**config.mk**
```make
export PLATFORM = sky130hd
export DESIGN_NAME = kernel_st_packet_arbiter
export DESIGN_NICKNAME = d
export VERILOG_FILES = /design/src/rtl/kernel_st_packet_arbiter.sv
export SDC_FILE = /design/constraint.sdc
export NUM_CORES = 1
export LEC_CHECK = 0
export ABC_AREA = 1
export BUFFER_PORTS_ARGS = -buffer_cell sky130_fd_sc_hd__buf_2
export CORE_MARGIN = 2
export CORE_UTILIZATION = 40
export CTS_BUF_LIST = sky130_fd_sc_hd__clkbuf_4
export DETAILED_ROUTE_END_ITERATION = 12
export GPL_TIMING_DRIVEN = 0
export PLACE_DENSITY_LB_ADDON = 0.25
export SYNTH_ARGS = -nofsm -noshare
export SYNTH_HDL_FRONTEND = slang
export SYNTH_SLANG_ARGS = --single-unit
```
**constraint.sdc**
```tcl
create_clock -name clk -period 1.62 [get_ports clk]
set_input_delay 0 -clock clk [delete_from_list [all_inputs] [get_ports clk]]
set_output_delay 0 -clock clk [all_outputs]
set_load 0.03 [all_outputs]
```
**src/rtl/kernel_st_packet_arbiter.sv**
```systemverilog
// Packet-locked round-robin merge of NUM_IN Avalon-ST sources into one fully
// registered stream that carries the source index as its channel.
//
// state | meaning
// IDLE  | no lock held; pick the next valid & enabled source
// PKT   | locked to grant_q until its EOP beat is accepted
module kernel_st_packet_arbiter #(
  parameter int NUM_IN  = 4,
  parameter int DATA_W  = 32,
  parameter int EMPTY_W = 2,
  parameter int CH_W    = 2
) (
  input  logic                      clk,
  input  logic                      reset,
  input  logic [NUM_IN-1:0]         in_valid,
  output logic [NUM_IN-1:0]         in_ready,
  input  logic [NUM_IN*DATA_W-1:0]  in_data,
  input  logic [NUM_IN-1:0]         in_startofpacket,
  input  logic [NUM_IN-1:0]         in_endofpacket,
  input  logic [NUM_IN*EMPTY_W-1:0] in_empty,
  input  logic [NUM_IN-1:0]         in_enable,
  input  logic                      out_ready,
  output logic                      out_valid,
  output logic [DATA_W-1:0]         out_data,
  output logic                      out_startofpacket,
  output logic                      out_endofpacket,
  output logic [EMPTY_W-1:0]        out_empty,
  output logic [CH_W-1:0]           out_channel,
  output logic                      busy
);

  typedef enum logic {IDLE, PKT} state_t;

  state_t             state_q, state_d;
  logic [CH_W-1:0]    grant_q, grant_d;
  logic [CH_W-1:0]    last_grant_q, last_grant_d;
  logic               out_valid_q, out_valid_d;
  logic [DATA_W-1:0]  out_data_q, out_data_d;
  logic               out_sop_q, out_sop_d;
  logic               out_eop_q, out_eop_d;
  logic [EMPTY_W-1:0] out_empty_q, out_empty_d;
  logic [CH_W-1:0]    out_channel_q, out_channel_d;
  logic               busy_q, busy_d;

  logic [NUM_IN-1:0]  req;
  logic [CH_W-1:0]    sel_hi, sel_lo, sel;
  logic               found_hi;
  logic               load;
  logic               accept;
  logic [DATA_W-1:0]  grant_data;
  logic [EMPTY_W-1:0] grant_empty;

  assign req         = in_valid & in_enable;
  assign load        = out_ready | ~out_valid_q;
  assign grant_data  = in_data[int'(grant_q)*DATA_W +: DATA_W];
  assign grant_empty = in_empty[int'(grant_q)*EMPTY_W +: EMPTY_W];

  // Lowest requester above last_grant wins; otherwise wrap to the lowest overall.
  always_comb begin
    sel_hi   = '0;
    sel_lo   = '0;
    found_hi = 1'b0;
    for (int i = NUM_IN-1; i >= 0; i--) begin
      if (req[i]) begin
        sel_lo = CH_W'(i);
        if (CH_W'(i) > last_grant_q) begin
          sel_hi   = CH_W'(i);
          found_hi = 1'b1;
        end
      end
    end
    sel = found_hi ? sel_hi : sel_lo;
  end

  always_comb begin
    state_d       = state_q;
    grant_d       = grant_q;
    last_grant_d  = last_grant_q;
    in_ready      = '0;
    accept        = 1'b0;
    out_valid_d   = out_ready ? 1'b0 : out_valid_q;
    out_data_d    = out_data_q;
    out_sop_d     = out_sop_q;
    out_eop_d     = out_eop_q;
    out_empty_d   = out_empty_q;
    out_channel_d = out_channel_q;

    case (state_q)
      IDLE: begin
        if (|req) begin
          grant_d = sel;
          state_d = PKT;
        end
      end
      PKT: begin
        in_ready[grant_q] = load;
        accept            = in_valid[grant_q] & load;
        if (accept) begin
          out_valid_d   = 1'b1;
          out_data_d    = grant_data;
          out_sop_d     = in_startofpacket[grant_q];
          out_eop_d     = in_endofpacket[grant_q];
          out_empty_d   = grant_empty;
          out_channel_d = grant_q;
          if (in_endofpacket[grant_q]) begin
            last_grant_d = grant_q;
            state_d      = IDLE;
          end
        end
      end
      default: state_d = IDLE;
    endcase

    busy_d = (state_d == PKT);
  end

  always_ff @(posedge clk or posedge reset) begin
    if (reset) begin
      state_q       <= IDLE;
      grant_q       <= '0;
      last_grant_q  <= CH_W'(NUM_IN-1);
      out_valid_q   <= 1'b0;
      out_data_q    <= '0;
      out_sop_q     <= 1'b0;
      out_eop_q     <= 1'b0;
      out_empty_q   <= '0;
      out_channel_q <= '0;
      busy_q        <= 1'b0;
    end else begin
      state_q       <= state_d;
      grant_q       <= grant_d;
      last_grant_q  <= last_grant_d;
      out_valid_q   <= out_valid_d;
      out_data_q    <= out_data_d;
      out_sop_q     <= out_sop_d;
      out_eop_q     <= out_eop_d;
      out_empty_q   <= out_empty_d;
      out_channel_q <= out_channel_d;
      busy_q        <= busy_d;
    end
  end

  assign out_valid         = out_valid_q;
  assign out_data          = out_data_q;
  assign out_startofpacket = out_sop_q;
  assign out_endofpacket   = out_eop_q;
  assign out_empty         = out_empty_q;
  assign out_channel       = out_channel_q;
  assign busy              = busy_q;

endmodule

```
==> Implementation_results.wiki <==
{| class="wikitable"
! Metric !! Value
|-
| Top-level port count || just under 200
|-
| Internal power of the cells || ~3.7 mW
|-
| Max-capacitance violation count || 0
|-
| Number of register bits inferred by synthesis || 44
|-
| Final wirelength || between 10000 and 15000 um
|-
| Static power due to leakage || roughly 2.6 nW
|-
| Number of antenna violations at the first check in global routing || 0
|-
| Startpoint type of the worst setup path || flip-flop
|-
| Count of vias placed by the detailed router || between 3000 and 4000
|-
| Number of clock sinks || 44
|-
| CTS H-tree lvls || 2
|-
| Total Negative Setup Slacks || 0 ps
|-
| CTS clock-pin slew for the worst setup and hold paths || between 100 and 150 ps
|-
| Mean area per synthesized cell || 6.71 um^2
|-
| Capturing element type of the critical path || output port
|-
| Final HPWL DP || about 7300 um
|-
| Number of buffers inserted by port buffering || 198
|-
| Number of fill cells in the layout || 524
|-
| Starting utilization of the core area || 40.8%
|-
| Count of unresolved DRC violations after routing || 0
|-
| Area added between synthesis and finish || 71.4%
|-
| Number of hold-slack violations in the final timing report || 1
|-
| Die Area || roughly 0.0075 mm^2
|-
| Number of enable flip-flop cells after synthesis || 0
|-
| TritonCTS clock tree || built
|-
| Clock root buffer master || clkbuf_4
|-
| Final number of setup-violating endpoints || 0
|-
| Highest-count cells in the layout ignoring fill and taps || 213 x nand2_1, 206 x buf_2, 70 x dlygate4sd3_1, 42 x dfrtp_1, 35 x nand3_1
|-
| Run status || finished, violations left
|-
| Core Region || ~0.0067 mm^2
|-
| Part of the total power dissipated in combinational logic || a little over two thirds
|-
| Chip width || 86.8 um
|-
| Maximum ir drop on the vdd rail || just under 1 mV
|-
| Worst hold margin || -12.1 ps
|-
| Worst EP arrival || 1550 ps
|-
| R2R setup slack || between 100 and 150 ps
|-
| Die span in y || 86.8 um
|-
| Core Rows || 30
|-
| Cells after Synth || about 400
|-
| Fraction of synthesis flops using an asynchronous set or reset pin || 100%
|-
| Time the worst path needs with I/O delays and setup || 1550 ps
|-
| DRT Pass-1 Iters || 5
|-
| Hold depth || 5
|-
| Via count of the first global-routing pass || 3800
|-
| Antenna viol nets, final || 0
|-
| Detailed router's first-iteration violation count || between 200 and 250
|-
| Average wire length per cell after detail routing || 15.1 um
|-
| Count of nets after finishing || ~850
|-
| Share of total power in the clock network || ~6.7%
|-
| Remaining max-slew budget at the tightest pin || approximately two fifths
|-
| Cts bufs inserted || 5
|-
| Fraction of met1 tracks used by global routing || approximately a third
|-
| Distinct cells, synth || 20
|-
| Total number of yosys warnings || 0
|-
| Violated checks || hold timing
|-
| Startpoint-to-endpoint class of the critical path || reg2out
|-
| Ratio of total power to cell area || 1710 mW/mm^2
|-
| Layout cell share with drive strength beyond 1 || a little under two fifths
|-
| Combined area of all synthesized cells || 0.00274 mm^2
|-
| Sequential power share || a little under a quarter
|-
| Max Fanout on Critical Path || 6
|-
| Largest net degree at the start of global routing || between 40 and 50
|-
| Proportion of total power due to net switching || 53.7%
|-
| Met3 usage || about 4.6%
|-
| Most frequent standard cell in the layout excluding fill and tap cells || nand2_1
|-
| Most congested layer reported by global routing || met2
|-
| Total routing usage reported by global routing || between 20 and 30%
|-
| Seq/Total Area, Yosys || 40.2%
|-
| Switching component of the power || between 4 and 5 mW
|-
| Global-route wire length before repair || ~17000 um
|-
| Clock tree buffer depth || 2
|-
| Worst Reg2Reg Path Length in Cells || 7
|-
| M2 GR Usage || approximately 52%
|-
| GR Overflow Total || 0
|-
| Min-Delay Path Class || in2reg
|-
| Fin Clk Skew || roughly 24 ps
|-
| Final Slew Violations || 0
|-
| Final cycle utilization of the critical path || 95.4%
|-
| Via density per instance || between 5 and 6
|-
| Data required time of the critical path || roughly 1600 ps
|-
| Least-Margin Pin Slew || a little over 900 ps
|-
| Most used flip-flop cell after synthesis || dfrtp_1
|-
| Clock latency reported for the late side of the worst-skew pair || roughly 350 ps
|-
| Fmax || between 0.6 and 0.7 GHz
|-
| Placer's final routability congestion estimate || a little under 0.9
|-
| Post-Syn Nets || roughly 560
|}
## Yosys cell counts, types with 2 or more instances
master	number	area, um^2
a21oi_1	22	110
o21ai_0	3	15.0
o21ai_1	22	110
buf_2	15	75.1
dfstp_2	2	52.6
nand2_2	2	12.5
buf_6	4	45.0
nor2_1	6	22.5
buf_4	5	37.5
nand4_1	17	106
dfrtp_1	42	1050
nor3_1	4	20.0
nand2_1	213	800
nand3_1	35	175
inv_1	7	26.3
nor2_4	3	33.8
inv_2	3	11.3
nand2_4	2	22.5
## metal layers
metal / vias up / part of all wire, % / routed length (um)
met5: - / 0 / 0
met4: 0 / 4.7 / 554
met3: 61 / 7.9 / 922
met2: 237 / 50 / 5830
met1: 1810 / 38 / 4390
li1: 1888 / - / -
## registers in the layout, summed over array words and instances, names as in the netlist
signal,flops
out_startofpacket,1
grant_q,2
out_endofpacket,1
out_channel,2
out_data,32
out_empty,2
last_grant_q,2
out_valid,1
busy,1
## power groups by stage
stage,logic [mW],registers (mW),clock network [mW]
finish,5.62,1.90,0.537
global route,6.04,1.96,0.590
CTS,5.34,1.89,0.554
detailed placement,5.17,1.91,0
global placement,5.07,1.89,0
floorplan,2.73,2.80,0
## kinds of logic after synthesis
logic type	after synthesis	share of synthesized area, %
AND/OR/NAND/NOR	284	44.1
flip-flops	44	40.2
buffers and inverters	34	7.12
AO/OA/AOI/OAI	47	8.58
## final timing paths
| check | to | from |
|---|---|---|
| min in group asynchronous | out_data[12] | reset |
| max | in_ready[0] | out_valid |
| min | out_data[8] | in_data[40] |
| min reg2reg | out_data[0] | out_data[0] |
| max reg2reg | out_data[12] | grant_q[0] |
| max in group asynchronous | grant_q[1] | reset |
## worst max-delay path, stage by stage, from the launching register on
cell and delay [ps]:
dfrtp_1 400, inv_1 80, nor2_2 50, nor2_4 110
buf_6 120, inv_1 90, nor3_2 150, buf_4 190
## per-stage QoR
step	utilization, %	worst slack, ps	power, mW	cells	area, um^2
after floorplan	-	-172	5.53	409	2740
after global placement	57.1	45.7	6.97	687	3830
after detailed placement	57.1	59.2	7.07	687	3830
after CTS	68.6	5.10	7.78	765	4610
after global routing	69.9	-26.3	8.59	773	4700
final	70.0	74.0	8.06	774	4700
## final cells by class
| class | instances | area [um^2] | share of cell area, % |
|---|---|---|---|
| buffer | 24 | 169 | 3.59 |
| inverter | 10 | 37.5 | 0.799 |
| sequential | 44 | 1100 | 23.5 |
| clock inverter | 2 | 12.5 | 0.266 |
| timing repair buffer | 276 | 1760 | 37.5 |
| clock buffer | 6 | 45.0 | 0.958 |
| multi-input combinational | 331 | 1470 | 31.2 |
| tap | 80 | 100 | 2.13 |
| antenna | 1 | 2.50 | 0.0532 |
## timing repair
item | in CTS | in global routing
endpoints found under the hold margin | 78 | 0
setup buffers | 0 | 8
hold buffers | 70 | 0
gates resized for setup | 5 | 10
pin swaps | 0 | 1
endpoints found under the setup margin | 4 | 9
No activity file was read; power rests on OpenSTA's default activity.
